### config.mk
export PLATFORM = sky130hd
export DESIGN_NAME = pctrl_multi
export DESIGN_NICKNAME = d
export VERILOG_FILES = /design/src/rtl/pctrl_multi.sv
export SDC_FILE = /design/constraint.sdc
export NUM_CORES = 1
export LEC_CHECK = 0
export BUFFER_PORTS_ARGS = -buffer_cell sky130_fd_sc_hd__buf_2
export CORE_MARGIN = 1.5
export CORE_UTILIZATION = 59
export CTS_BUF_LIST = sky130_fd_sc_hd__clkbuf_4
export CTS_CLUSTER_DIAMETER = 50
export DETAILED_ROUTE_END_ITERATION = 10
export PLACE_DENSITY = 0.82
export SYNTH_ARGS = -nofsm -noshare
export SYNTH_HDL_FRONTEND = slang
export SYNTH_SLANG_ARGS = --single-unit
### constraint.sdc
create_clock -name clk -period 2.7 [get_ports clk]
set_clock_uncertainty 0.1 [all_clocks]
set_input_delay 0.27 -clock clk [delete_from_list [all_inputs] [get_ports clk]]
set_output_delay 0.27 -clock clk [all_outputs]
set_load 0.01 [all_outputs]
### src/rtl/pctrl_multi.sv
// Parametrised serial packet receiver with address match and broadcast.
// Frames: start, address, opcode, data, stop; rx is retimed onto tx.
module pctrl_multi #(
    parameter int ADDR_W   = 8,
    parameter int OP_W     = 3,
    parameter int DATA_W   = 62,
    parameter bit BCAST_EN = 1'b1
) (
    input  logic              clk,
    input  logic              nRst,
    input  logic [ADDR_W-1:0] address,
    input  logic              rx,
    output logic              tx,
    output logic [OP_W-1:0]   opcode,
    output logic [DATA_W-1:0] data,
    output logic              valid,
    output logic              bcast,
    output logic              frm_err,
    output logic              busy
);

    localparam int MAXAO = (ADDR_W > OP_W) ? ADDR_W : OP_W;
    localparam int MAXW  = (MAXAO > DATA_W) ? MAXAO : DATA_W;
    localparam int CW    = $clog2(MAXW + 1);

    localparam logic [CW-1:0] A_LAST = CW'(ADDR_W - 1);
    localparam logic [CW-1:0] O_LAST = CW'(OP_W - 1);
    localparam logic [CW-1:0] D_LAST = CW'(DATA_W - 1);

    localparam logic [2:0] S_IDLE = 3'd0;
    localparam logic [2:0] S_ADDR = 3'd1;
    localparam logic [2:0] S_OP   = 3'd2;
    localparam logic [2:0] S_DATA = 3'd3;
    localparam logic [2:0] S_STOP = 3'd4;

    logic [2:0]        state_q, state_d;
    logic [CW-1:0]     cnt_q, cnt_d;
    logic [ADDR_W-1:0] addr_q, addr_d;
    logic [OP_W-1:0]   op_q, op_d;
    logic [DATA_W-1:0] dat_q, dat_d;
    logic [OP_W-1:0]   opcode_q, opcode_d;
    logic [DATA_W-1:0] data_q, data_d;
    logic              valid_q, valid_d;
    logic              bcast_q, bcast_d;
    logic              ferr_q, ferr_d;
    logic              tx_q;
    logic              is_bc, own, match;

    assign own   = (addr_q == address);
    assign is_bc = BCAST_EN && (addr_q == {ADDR_W{1'b1}});
    assign match = own || is_bc;

    always_comb begin
        state_d  = state_q;
        cnt_d    = cnt_q;
        addr_d   = addr_q;
        op_d     = op_q;
        dat_d    = dat_q;
        opcode_d = opcode_q;
        data_d   = data_q;
        valid_d  = 1'b0;
        bcast_d  = 1'b0;
        ferr_d   = 1'b0;
        unique case (state_q)
            S_IDLE: begin
                if (!rx) begin
                    state_d = S_ADDR;
                    cnt_d   = '0;
                end
            end
            S_ADDR: begin
                addr_d = {addr_q[ADDR_W-2:0], rx};
                if (cnt_q == A_LAST) begin
                    state_d = S_OP;
                    cnt_d   = '0;
                end else begin
                    cnt_d = cnt_q + CW'(1);
                end
            end
            S_OP: begin
                op_d = {op_q[OP_W-2:0], rx};
                if (cnt_q == O_LAST) begin
                    state_d = S_DATA;
                    cnt_d   = '0;
                end else begin
                    cnt_d = cnt_q + CW'(1);
                end
            end
            S_DATA: begin
                dat_d = {dat_q[DATA_W-2:0], rx};
                if (cnt_q == D_LAST) begin
                    state_d = S_STOP;
                    cnt_d   = '0;
                end else begin
                    cnt_d = cnt_q + CW'(1);
                end
            end
            S_STOP: begin
                state_d = S_IDLE;
                // A bad stop bit is never taken as the next start bit.
                if (!rx) begin
                    ferr_d = 1'b1;
                end else if (match) begin
                    opcode_d = op_q;
                    data_d   = dat_q;
                    valid_d  = 1'b1;
                    bcast_d  = is_bc && !own;
                end
            end
            default: begin
                state_d = S_IDLE;
                cnt_d   = '0;
            end
        endcase
    end

    always_ff @(posedge clk or negedge nRst) begin
        if (!nRst) begin
            state_q  <= S_IDLE;
            cnt_q    <= '0;
            addr_q   <= '0;
            op_q     <= '0;
            dat_q    <= '0;
            opcode_q <= '0;
            data_q   <= '0;
            valid_q  <= 1'b0;
            bcast_q  <= 1'b0;
            ferr_q   <= 1'b0;
            tx_q     <= 1'b1;
        end else begin
            state_q  <= state_d;
            cnt_q    <= cnt_d;
            addr_q   <= addr_d;
            op_q     <= op_d;
            dat_q    <= dat_d;
            opcode_q <= opcode_d;
            data_q   <= data_d;
            valid_q  <= valid_d;
            bcast_q  <= bcast_d;
            ferr_q   <= ferr_d;
            tx_q     <= rx;
        end
    end

    assign tx      = tx_q;
    assign opcode  = opcode_q;
    assign data    = data_q;
    assign valid   = valid_q;
    assign bcast   = bcast_q;
    assign frm_err = ferr_q;
    assign busy    = (state_q != S_IDLE);

endmodule
==> flow_metrics.tcl <==
set metrics [dict create \
    hold_path.class "in2reg" \
    end_kind "flop" \
    post_cts_buffers 0 \
    antenna_found_initial 0 \
    rows 36 \
    die_w_um 103 \
    grt_pass1_vias 3271 \
    ff2ff_setup_slack_ns 0.23 \
    cts_tree "done" \
    maxCapViolCount 0 \
    port_buffers 80 \
    place_hpwl_um 6720 \
    clkSinkCount 151 \
    hold_viol_final 0 \
    yosysMostFrequentCell "dfrtp_1" \
    grt_max_degree 69 \
    power_mw 3.64 \
    grt-ovfl-total 0 \
    place.gp.congestion 0.791 \
    drcViolationCount 0 \
    worstHoldStart "address[1]" \
    routed_via_density 5.36 \
    max_freq_ghz 0.404 \
    synthFlopType "dfrtp_1" \
    die_h_um 103 \
    cts_buffers 17 \
    synthTopCellsByArea "dfrtp_1 (63%), mux2_1 (26%), buf_2 (1.2%)" \
    fin_nets 488 \
    n_antenna_cell 0 \
    cts.repair.resized 0 \
    dpl.cell_count 586 \
    wl_um 9670 \
    htreeDepth 4 \
    clockBufferDepth 2 \
    start_util_pct 60.9 \
    netlist_area_um2 5950 \
    synthArstFlopShare_pct 100 \
    setup_viol 0 \
    path_class "reg2reg" \
    p_per_area_nw_per_um2 538 \
    synth_commonest_cells "dfrtp_1 (150), mux2_1 (135), buf_2 (14)" \
    ys_warn_count 0 \
    fin_crit_ns 2.47 \
    cts-root-buf "clkbuf_4" \
    finalCritPeriodShare_pct 91.6 \
    hold_path_end "bcast" \
    ys_seq_area_share_pct 63.5 \
    worst_slew_pin_slew_ns 1.06 \
    synth_cell_type_count 39 \
    maxSlewViolCount 0 \
    final.setup.tns_ns 0 \
    finalNonFillerCells 620 \
    placed_area_um2 6500 \
    num_vias 3323 \
    critPathArrivalTime_ns 2.79 \
    grt_first_pass_wirelength_um 15900 \
    syn_inst 384 \
    r2r-end "data[40]" \
    rsz0062_at_grt "no" \
    cp_max_fo 31 \
    slew_headroom_pct 29.3 \
    worstReg2RegStart "addr_q[6]" \
    fillers 696 \
    status "finished clean" \
    yosysTopAreaCellShare_pct 63.1 \
    avgSynthCellArea_um2 15.5 \
    ant_nets 0 \
    yosys.area.top_type "dfrtp_1" \
    wire_per_inst_um 15.6 \
    r2r_cells 6 \
    synth-edff-count 0 \
    power.leakage_nw 3.57 \
    synth_nets 398 \
    clock_latency_ns 0.52 \
    fin_area_um2 6770 \
    ys_seq_elements 151 \
    dieArea_um2 10700 \
    clk_pin_slew_worst_paths_ns 0.13 \
    core_area_um2 9770 \
    boundaryPins 81 \
    drtPass1Iterations 4 \
    holdPathStages 5 \
    crit_path_start_kind "flop" \
    vdd.ir_drop.worst_v 0.000275 \
    syn_to_final_growth_pct 13.8 \
    critPathRequiredTime_ns 3.01 \
    drive_gt1_share_pct 27.3 \
    grt_usage_pct 19.9 \
    drt_first_iter_violations 66 \
]
power breakdown:
group | switching (mW) | internal, mW
clock network | 0.832 | 0.384
registers | 0.0272 | 2.30
logic | 0.0591 | 0.0375
cell families after synthesis:
group,after synthesis,share of synthesized area (%)
AOI/OAI and AO/OA,17,2.29
xor gates and xnor gates,8,1.18
adders and majority gates,3,0.631
buffers and inverters,23,2.12
DFF,151,63.5
muxes,139,26.3
and+or+nand+nor,43,3.91
layout by cell type (no fill, tap or decap), drive strengths merged, types with 2 or more instances in the layout:
cell           n
nand4          5
nor2          10
inv           11
a21oi          2
buf           87
a31oi          2
o21ai          4
xnor2          8
or3            3
nand2         10
nor3           5
nand3          2
clkbuf        17
dlygate4sd3    2
ha             3
clkinvlp       3
dfrtp        150
a211o          2
mux2         139
clkinv         6
through the flow:
| step | setup slack, ns | hold slack, ns | utilization [%] |
|---|---|---|---|
| 3_3_place_gp | 0.260 | 0.200 | 66.5 |
| 2_1_floorplan | 0.759 | -0.126 | - |
| 3_5_place_dp | 0.209 | 0.206 | 66.5 |
| 6_report | 0.226 | 0.105 | 69.3 |
| 5_1_grt | 0.0617 | 0.106 | 69.3 |
| 4_1_cts | 0.200 | 0.0749 | 69.3 |
flip-flops by register name, indices dropped and copies added (netlist names):
register and cells:
cnt_q 6, bcast 1, opcode 3, dat_q 62
op_q 3, addr_q 8, state_q 3, data 62
frm_err 1, tx 1, valid 1
critical path: stages (launching register included):
cell and delay, ns:
dfrtp_1 0.44, xnor2_1 0.14, nand4_1 0.09, nor2_1 0.08, o21ai_4 0.83, buf_4 0.32
mux2_1 0.34
timing repair:
action,in CTS,in global routing
hold buffers,2,0
endpoints found under the hold margin,70,0
setup endpoints to repair,0,0
layout make-up:
class | instances | area, um^2 | share of cell area, %
clock buffers | 17 | 128 | 1.89
clock inverters | 15 | 120 | 1.77
inverters | 5 | 18.8 | 0.277
multi-input cells | 210 | 2050 | 30.3
flip-flops and latches | 151 | 3780 | 55.8
well taps | 133 | 166 | 2.46
repair buffers | 89 | 504 | 7.45
how the worst max path moves through the flow:
stage / to / from
3_5_place_dp: data[51] / addr_q[4]
3_3_place_gp: opcode[2] / addr_q[3]
6_report: data[40] / addr_q[6]
4_1_cts: data[40] / addr_q[6]
2_1_floorplan: cnt_q[3] / cnt_q[3]
5_1_grt: data[40] / addr_q[0]
metal layers:
metal | vias to the layer above | share of wire (%) | track usage [%] | wire [um]
li1 | 1554 | - | - | -
met3 | 9 | 4.3 | 6.12 | 411
met2 | 76 | 50 | 32.0 | 4810
met5 | - | 0 | 0 | 0
met4 | 0 | 0.91 | 6.03 | 88
met1 | 1684 | 45 | 26.3 | 4360
Power figures use the tool's default switching activity.
